**src/rtl/alu_pkg.sv**
```systemverilog
// Shared types for the pipelined Hack ALU: control bundle, flag bundle, standard function encodings.
// Control encodings are ordered {zx, nx, zy, ny, f, no}.
package alu_pkg;

  typedef struct packed {
    logic zx;
    logic nx;
    logic zy;
    logic ny;
    logic f;
    logic no;
  } alu_ctrl_t;

  typedef struct packed {
    logic zr;
    logic ng;
    logic co;
    logic ov;
  } alu_flags_t;

  localparam alu_ctrl_t ZERO      = 6'b101010;
  localparam alu_ctrl_t ONE       = 6'b111111;
  localparam alu_ctrl_t NEG_ONE   = 6'b111010;
  localparam alu_ctrl_t X         = 6'b001100;
  localparam alu_ctrl_t Y         = 6'b110000;
  localparam alu_ctrl_t NOT_X     = 6'b001101;
  localparam alu_ctrl_t NOT_Y     = 6'b110001;
  localparam alu_ctrl_t NEG_X     = 6'b001111;
  localparam alu_ctrl_t NEG_Y     = 6'b110011;
  localparam alu_ctrl_t X_PLUS_1  = 6'b011111;
  localparam alu_ctrl_t Y_PLUS_1  = 6'b110111;
  localparam alu_ctrl_t X_MINUS_1 = 6'b001110;
  localparam alu_ctrl_t Y_MINUS_1 = 6'b110010;
  localparam alu_ctrl_t X_PLUS_Y  = 6'b000010;
  localparam alu_ctrl_t X_MINUS_Y = 6'b010011;
  localparam alu_ctrl_t Y_MINUS_X = 6'b000111;
  localparam alu_ctrl_t X_AND_Y   = 6'b000000;
  localparam alu_ctrl_t X_OR_Y    = 6'b010101;

endpackage

```
**src/rtl/alu_core.sv**
```systemverilog
// Combinational f/no stage of the Hack ALU with zero/negative/carry/overflow flags.
// Carry and overflow describe the raw xp+yp sum, taken before the output inversion.
module alu_core
  import alu_pkg::*;
#(
  parameter int WIDTH = 16
) (
  input  logic [WIDTH-1:0] xp,
  input  logic [WIDTH-1:0] yp,
  input  logic             f,
  input  logic             no,
  output logic [WIDTH-1:0] res,
  output alu_flags_t       flags
);

  logic [WIDTH:0]   sum;
  logic [WIDTH-1:0] raw;

  always_comb begin
    sum      = {1'b0, xp} + {1'b0, yp};
    raw      = f ? sum[WIDTH-1:0] : (xp & yp);
    res      = no ? ~raw : raw;
    flags.zr = (res == '0);
    flags.ng = res[WIDTH-1];
    flags.co = f & sum[WIDTH];
    flags.ov = f & (xp[WIDTH-1] == yp[WIDTH-1]) & (sum[WIDTH-1] != xp[WIDTH-1]);
  end

endmodule

```
**src/rtl/alu_pipe.sv**
```systemverilog
// Two-stage Hack ALU with valid/ready on both sides and an accumulator that can stand in for y.
// Result two edges after acceptance; acc_sel beats stall until the pipeline drains so they see the last result.
module alu_pipe
  import alu_pkg::*;
#(
  parameter int WIDTH = 16
) (
  input  logic             clk,
  input  logic             rst_n,
  input  logic             in_valid,
  output logic             in_ready,
  input  logic [WIDTH-1:0] x,
  input  logic [WIDTH-1:0] y,
  input  logic             zx,
  input  logic             nx,
  input  logic             zy,
  input  logic             ny,
  input  logic             f,
  input  logic             no,
  input  logic             acc_sel,
  output logic             out_valid,
  input  logic             out_ready,
  output logic [WIDTH-1:0] out,
  output logic             zr,
  output logic             ng,
  output logic             co,
  output logic             ov
);

  alu_ctrl_t ctrl;

  logic             s1_vld_q, s1_vld_d;
  logic [WIDTH-1:0] s1_xp_q, s1_xp_d;
  logic [WIDTH-1:0] s1_yp_q, s1_yp_d;
  logic             s1_f_q, s1_f_d;
  logic             s1_no_q, s1_no_d;

  logic             s2_vld_q, s2_vld_d;
  logic [WIDTH-1:0] s2_res_q, s2_res_d;
  alu_flags_t       s2_flags_q, s2_flags_d;

  logic [WIDTH-1:0] acc_q, acc_d;

  logic             s2_load;
  logic             hazard;
  logic             in_fire;
  logic             out_fire;
  logic [WIDTH-1:0] core_res;
  alu_flags_t       core_flags;

  assign ctrl = {zx, nx, zy, ny, f, no};

  function automatic logic [WIDTH-1:0] prep(input logic [WIDTH-1:0] v, input logic z, input logic n);
    logic [WIDTH-1:0] t;
    t = z ? '0 : v;
    return n ? ~t : t;
  endfunction

  alu_core #(.WIDTH(WIDTH)) u_core (
    .xp    (s1_xp_q),
    .yp    (s1_yp_q),
    .f     (s1_f_q),
    .no    (s1_no_q),
    .res   (core_res),
    .flags (core_flags)
  );

  always_comb begin
    s2_load  = !s2_vld_q || out_ready;
    hazard   = s1_vld_q || s2_vld_q;
    // acc_sel waits for a fully empty pipe so acc already holds the newest result
    in_ready = (!s1_vld_q || s2_load) && !(acc_sel && hazard);
    in_fire  = in_valid && in_ready;
    out_fire = s2_vld_q && out_ready;

    s1_vld_d   = s1_vld_q;
    s1_xp_d    = s1_xp_q;
    s1_yp_d    = s1_yp_q;
    s1_f_d     = s1_f_q;
    s1_no_d    = s1_no_q;
    s2_vld_d   = s2_vld_q;
    s2_res_d   = s2_res_q;
    s2_flags_d = s2_flags_q;
    acc_d      = acc_q;

    if (in_fire) begin
      s1_vld_d = 1'b1;
      s1_xp_d  = prep(x, ctrl.zx, ctrl.nx);
      s1_yp_d  = prep(acc_sel ? acc_q : y, ctrl.zy, ctrl.ny);
      s1_f_d   = ctrl.f;
      s1_no_d  = ctrl.no;
    end else if (s2_load) begin
      s1_vld_d = 1'b0;
    end

    if (s2_load) begin
      s2_vld_d = s1_vld_q;
      if (s1_vld_q) begin
        s2_res_d   = core_res;
        s2_flags_d = core_flags;
      end
    end

    if (out_fire) begin
      acc_d = s2_res_q;
    end
  end

  always_ff @(posedge clk or negedge rst_n) begin
    if (!rst_n) begin
      s1_vld_q   <= 1'b0;
      s1_xp_q    <= '0;
      s1_yp_q    <= '0;
      s1_f_q     <= 1'b0;
      s1_no_q    <= 1'b0;
      s2_vld_q   <= 1'b0;
      s2_res_q   <= '0;
      s2_flags_q <= '0;
      acc_q      <= '0;
    end else begin
      s1_vld_q   <= s1_vld_d;
      s1_xp_q    <= s1_xp_d;
      s1_yp_q    <= s1_yp_d;
      s1_f_q     <= s1_f_d;
      s1_no_q    <= s1_no_d;
      s2_vld_q   <= s2_vld_d;
      s2_res_q   <= s2_res_d;
      s2_flags_q <= s2_flags_d;
      acc_q      <= acc_d;
    end
  end

  assign out_valid = s2_vld_q;
  assign out       = s2_res_q;
  assign zr        = s2_flags_q.zr;
  assign ng        = s2_flags_q.ng;
  assign co        = s2_flags_q.co;
  assign ov        = s2_flags_q.ov;

endmodule

```
**config.mk**
```make
export PLATFORM = sky130hd
export DESIGN_NAME = alu_pipe
export DESIGN_NICKNAME = d
export VERILOG_FILES = /design/src/rtl/alu_pkg.sv /design/src/rtl/alu_core.sv /design/src/rtl/alu_pipe.sv
export SDC_FILE = /design/constraint.sdc
export NUM_CORES = 1
export LEC_CHECK = 0
export BUFFER_PORTS_ARGS = -buffer_cell sky130_fd_sc_hd__clkbuf_2
export CORE_ASPECT_RATIO = 0.7
export CORE_MARGIN = 4
export CORE_UTILIZATION = 36
export CTS_BUF_LIST = sky130_fd_sc_hd__clkbuf_8
export CTS_CLUSTER_DIAMETER = 40
export DETAILED_ROUTE_END_ITERATION = 6
export GPL_ROUTABILITY_DRIVEN = 0
export SKIP_CTS_REPAIR_TIMING = 1
export SLEW_MARGIN = 0
export SYNTH_ARGS = -nofsm -noshare
export SYNTH_HDL_FRONTEND = slang
export SYNTH_SLANG_ARGS = --single-unit
```
**constraint.sdc**
```tcl
create_clock -name clk -period 4.01 [get_ports clk]
set_input_delay 0.2005 -clock clk [delete_from_list [all_inputs] [get_ports clk]]
set_output_delay 0.2005 -clock clk [all_outputs]
set_load 0.01 [all_outputs]
```
=== Yosys cells after proc, flatten, opt, wreduce, memory -nomap -nowiden ===
Cells that the tools add are included.

* Register bits after elaboration: 72
* Bits of input ports: 43
* Output and inout port bits: 22
* Word-level logic and storage cells: 44

* Add/sub/neg operators: 1
* Eq/ne operators: 2
* Multiplexer cells: 9
* Bitwise operators: 7
* Reduce and logical (&&, ||, !) cells: 13

{| class="wikitable"
|+ Operator list
! cell !! count
|-
| 16-bit 2-to-1 mux || 7
|-
| 16-bit NOT || 3
|-
| 16-bit by 16-bit adder with 17-bit output || 1
|-
| 16-bit AND || 1
|-
| 16-bit logical NOT || 1
|-
| 1-bit logical AND || 4
|-
| 1-bit AND || 3
|-
| 1-bit logical NOT || 3
|-
| 1-bit logical OR || 3
|-
| 1-bit 2-to-1 mux || 2
|-
| 2-bit AND reduction || 1
|-
| 2-bit nonzero test || 1
|-
| 1-bit equality test || 1
|-
| 1-bit inequality test || 1
|}

=== Logic depth before layout (Yosys ltp) ===
* Depth after elaboration: 6
* Mapped depth: 10
* Depth with buffers taken out: 10

=== Hierarchy ===
From an unflattened synthesis, not the netlist that was laid out.

* Cell total of the unflattened synthesis: 452
* Area total of the unflattened synthesis: 4,794.6 sq um

{| class="wikitable"
|+ Modules (own cells, without submodules)
! module !! times used !! cells an instance !! area an instance (sq um) !! sequential area each (sq um)
|-
| alu_pipe || 1 || 271 || 3,452.1 || 1,801.7
|-
| alu_core || 1 || 181 || 1,342.5 || 0.0
|}

=== Least setup slack after synthesis ===
OpenSTA, ideal clock, no wires.

* Kind: flip-flop to flip-flop
* From: reg s1_xp_q[0]
* To: reg s2_flags_q, in the netlist zr
* Library setup time: 0.136 ns
* Data arrival time: 2.783 ns
* Required time: 3.874 ns
* Setup slack: 1.092 ns
* Cell stages (with the launch flop): 11
* Buffers on the path: 0
* Clock period less this slack: 2.918 ns
* Cells stage by stage: dfrtp_1 -> ha_1 -> fa_1 -> a211o_1 -> a21oi_4 -> o211ai_1 -> and3_1 -> o31ai_1 -> and4b_1 -> nor4_1 -> a211oi_2

* Longest elaborated chain between the ends: 5
* Elaborated cells between the ends (all ways): 6
* Classes of those cells: add/sub (1); mux (2); bitwise (2); reduce/logical (1)

{| class="wikitable"
|+ RTL lines
! element !! RTL line !! source
|-
| start, declared || alu_pipe.sv:33 || <nowiki>logic [WIDTH-1:0] s1_xp_q, s1_xp_d;</nowiki>
|-
| start signal, assigned || alu_pipe.sv:122 || <nowiki>s1_xp_q <= s1_xp_d;</nowiki>
|-
| 16-bit by 16-bit adder with 17-bit output or 16-bit AND (tied branches) || alu_core.sv:20, alu_core.sv:21 ||
|-
| 16-bit 2-to-1 mux * || alu_core.sv:21 || <nowiki>raw = f ? sum[WIDTH-1:0] : (xp & yp);</nowiki>
|-
| 16-bit NOT || alu_core.sv:22 || <nowiki>res = no ? ~raw : raw;</nowiki>
|-
| 16-bit 2-to-1 mux * || alu_core.sv:22 ||
|-
| 16-bit logical NOT * || alu_core.sv:23 || <nowiki>flags.zr = (res == '0);</nowiki>
|-
| end signal, assigned || alu_pipe.sv:128 || <nowiki>s2_flags_q <= s2_flags_d;</nowiki>
|-
| end, declared || alu_pipe.sv:40 || <nowiki>alu_flags_t s2_flags_q, s2_flags_d;</nowiki>
|}

Mark *: on every way between the ends. The rest lies on a longest branch, timed or not.
A chain may end at the register's enable or synchronous reset.

=== Worst setup path after layout ===
Ends and elaborated chain as after synthesis.

==> impl_metrics.toml <==
[outcome]
outcome = "finished, violations left"
failed_checks = "hold timing"

[timing]
setup_viol = 0
worst_pin_slew_ns = 0.952
hold_viol = 38
finalSetupTns_ns = 0
relSlewSlack_pct = 35.7
max_freq_mhz = 306
finalCriticalPeriod_ns = 3.27
finalCritPeriodShare_pct = 81.5
setup_ws_ns = 0.741
slew_viol_final = 0
rsz0062_at_grt = "no"
whs_ns = -0.0311
fin_worst_skew_ns = 0.00890

[logic_synthesis]
ys_warn_count = 0
synthFlopType = "dfrtp_1"
post-synth-top-area-fraction_pct = 38.0
synth_cells = 497
synth_top_cell_by_area = "dfrtp_1"
synth_enable_flop_cells = 0
synth_area_mm2 = 0.00467
synth_fp_nets = 557
ys_ff_latch = 71
ys_seq_area_share_pct = 38.0
avgSynthCellArea_um2 = 9.40
async_flop_share_pct = 100
yosysUniqueCellTypes = 58
synth_area_leaders = "dfrtp_1, xnor2_1, o21ai_0"

[global_route]
grt_util_all_layers_pct = 15.3
gr-total-overflow = 0
grt_start_max_net_pins = 40
grt_pass1_wl_mm = 18.2
grt_pass1_vias = 3639
antenna_found_initial = 0

[route]
wl_per_cell_um = 15.2
drtAntennaViolNets = 0
wl_mm = 10.8
first_pass_iters = 4
drc_errors = 0
vias = 3689
drt_iter0_drc = 184
via_per_inst = 5.20

[floorplanning]
start_util_pct = 37.2
die_w_um = 144
die_area_mm2 = 0.0149
core_area_mm2 = 0.0125
io-pin-count = 65
die_h_um = 103
rows = 34

[critical_path]
timing.reg2reg.setup_slack_ns = 0.74
worst_ep_arrival_time_ns = 3.50
critPathMaxStageDelay_ns = 0.44
worstSetupStartpointType = "register"
slowest_stage = "fa_1"
cp-end-kind = "register"
cp.required_ns = 4.24
path_cells = "ha_1 -> fa_1 -> a211o_1 -> a21oi_4 -> o211ai_1 -> and3_1 -> o31ai_1 -> and4b_1 -> nor4_1 -> a211oi_2"
path_class = "reg2reg"
path_max_fanout = 6

[clock_tree]
numCtsBuffers = 9
clk_pin_slew_ns = 0.07
clock_sinks = 71
clockBufferDepth = 2
tritoncts = "done"
htree_levels = 3
cts_root_buf = "clkbuf_8"
clkLatencyLatePin_ns = 0.35

[cells_and_area]
final_nets = 604
multiInputGateArea_mm2 = 0.00274
fin_area_mm2 = 0.00525
n_fill_cell = 1256
seqCellArea_mm2 = 0.00178
fin_cells = 709
area_growth_pct = 12.3
layout-drive-gt1-share_pct = 21.8
antenna_cells = 0
fin_util_pct = 41.8

[power_and_ir_drop]
ir_worst_vdd_mv = 0.256
leakagePower_nw = 2.35
p_total_mw = 3.58
power.density_mw_per_mm2 = 682

[placed_design]
dp_slack_ns = 0.787
io_buffers = 64
dpl_cell_area_mm2 = 0.00510
dp_cells = 695
post-dp-hpwl_mm = 8.27

[min_path]
hold_class = "in2async"

[run]
cap_violations = 0
[area by class of cell]
type | instances | share of cell area (%)
inverters | 6 | 0.429
clock buffers | 9 | 2.36
clock inverters | 5 | 0.548
well taps | 162 | 3.86
flip-flops and latches | 71 | 33.8
multi-input cells | 387 | 52.1
repair buffers | 69 | 6.82
[critical path: cells and delay by family, from the launching register on]
kind | cells | cell delay [ns]
AO/OA/AOI/OAI | 5 | 1.26
AND/OR/NAND/NOR | 3 | 0.80
adder cells (fa/ha/maj) | 2 | 0.71
flip-flops | 1 | 0.39
[kinds of logic (layout without fill, tap and decap cells)]
group | after synthesis | count (layout) | synth area share, %
flops | 71 | 71 | 38.0
fa+ha+maj | 17 | 17 | 4.71
simple gates | 154 | 154 | 15.5
compound gates | 120 | 120 | 18.4
mux | 45 | 45 | 10.3
buf+inv | 39 | 89 | 3.45
xor+xnor | 51 | 51 | 9.56
[routing by layer]
| layer | track usage, % | vias up | wire, µm |
|---|---|---|---|
| li1 | - | 1846 | - |
| met1 | 20.4 | 1777 | 5300 |
| met2 | 25.6 | 55 | 4950 |
| met3 | 4.04 | 11 | 435 |
| met4 | 3.01 | 0 | 98 |
| met5 | 0 | - | 0 |
[cells in the mapped netlist (all sizes together) (5+ instances only)]
| master | n |
|---|---|
| a211oi | 8 |
| a21o | 9 |
| a21oi | 10 |
| and3 | 6 |
| buf | 12 |
| clkbuf | 21 |
| dfrtp | 71 |
| ha | 16 |
| inv | 5 |
| mux2 | 23 |
| mux2i | 22 |
| nand2 | 70 |
| nor2 | 29 |
| nor2b | 17 |
| nor3 | 8 |
| o211ai | 5 |
| o21ai | 55 |
| o31ai | 5 |
| xnor2 | 51 |
[worst paths after layout]
kind                                         from  depth (start not counted)                      end
max reg2reg                s1_xp_q[0]$_DFFE_PN0P_                         10           zr$_DFFE_PN0P_
min                                         rst_n                          1  s1_xp_q[14]$_DFFE_PN0P_
min reg2reg                        co$_DFFE_PN0P_                          2           co$_DFFE_PN0P_
min in group clk                               no                          2      s1_no_q$_DFFE_PN0P_
max                        s1_xp_q[0]$_DFFE_PN0P_                         10           zr$_DFFE_PN0P_
max in group asynchronous                   rst_n                          2      out[15]$_DFFE_PN0P_
[cells in the final DEF, fill, tap and decap left out, types with 5 or more instances in the layout]
master / netlist / final
and3_1: 6 / 6
nand2_1: 70 / 69
clkbuf_8: 0 / 9
nor2_1: 29 / 29
clkbuf_2: 0 / 63
nor3_1: 7 / 7
ha_1: 16 / 16
buf_4: 2 / 5
dfrtp_1: 71 / 71
o21ai_0: 54 / 54
inv_1: 5 / 6
a21oi_1: 9 / 9
xnor2_1: 51 / 51
a21o_1: 9 / 9
mux2i_1: 22 / 22
nor2b_1: 17 / 17
mux2_2: 21 / 21
o211ai_1: 5 / 5
o31ai_1: 5 / 5
[power by group]
group / internal [mW] / switching, mW
logic: 0.855 / 1.05
clock network: 0.213 / 0.269
registers: 0.990 / 0.203
total: 2.06 / 1.52
[sequential cells by signal, summed over array words and instances (netlist names)]
register,cells
zr,1
ov,1
s1_xp_q,16
s1_f_q,1
out_valid,1
s1_yp_q,16
acc_q,16
co,1
s1_vld_q,1
s1_no_q,1
out,16
Note: power is estimated with default switching activity, not from simulation.
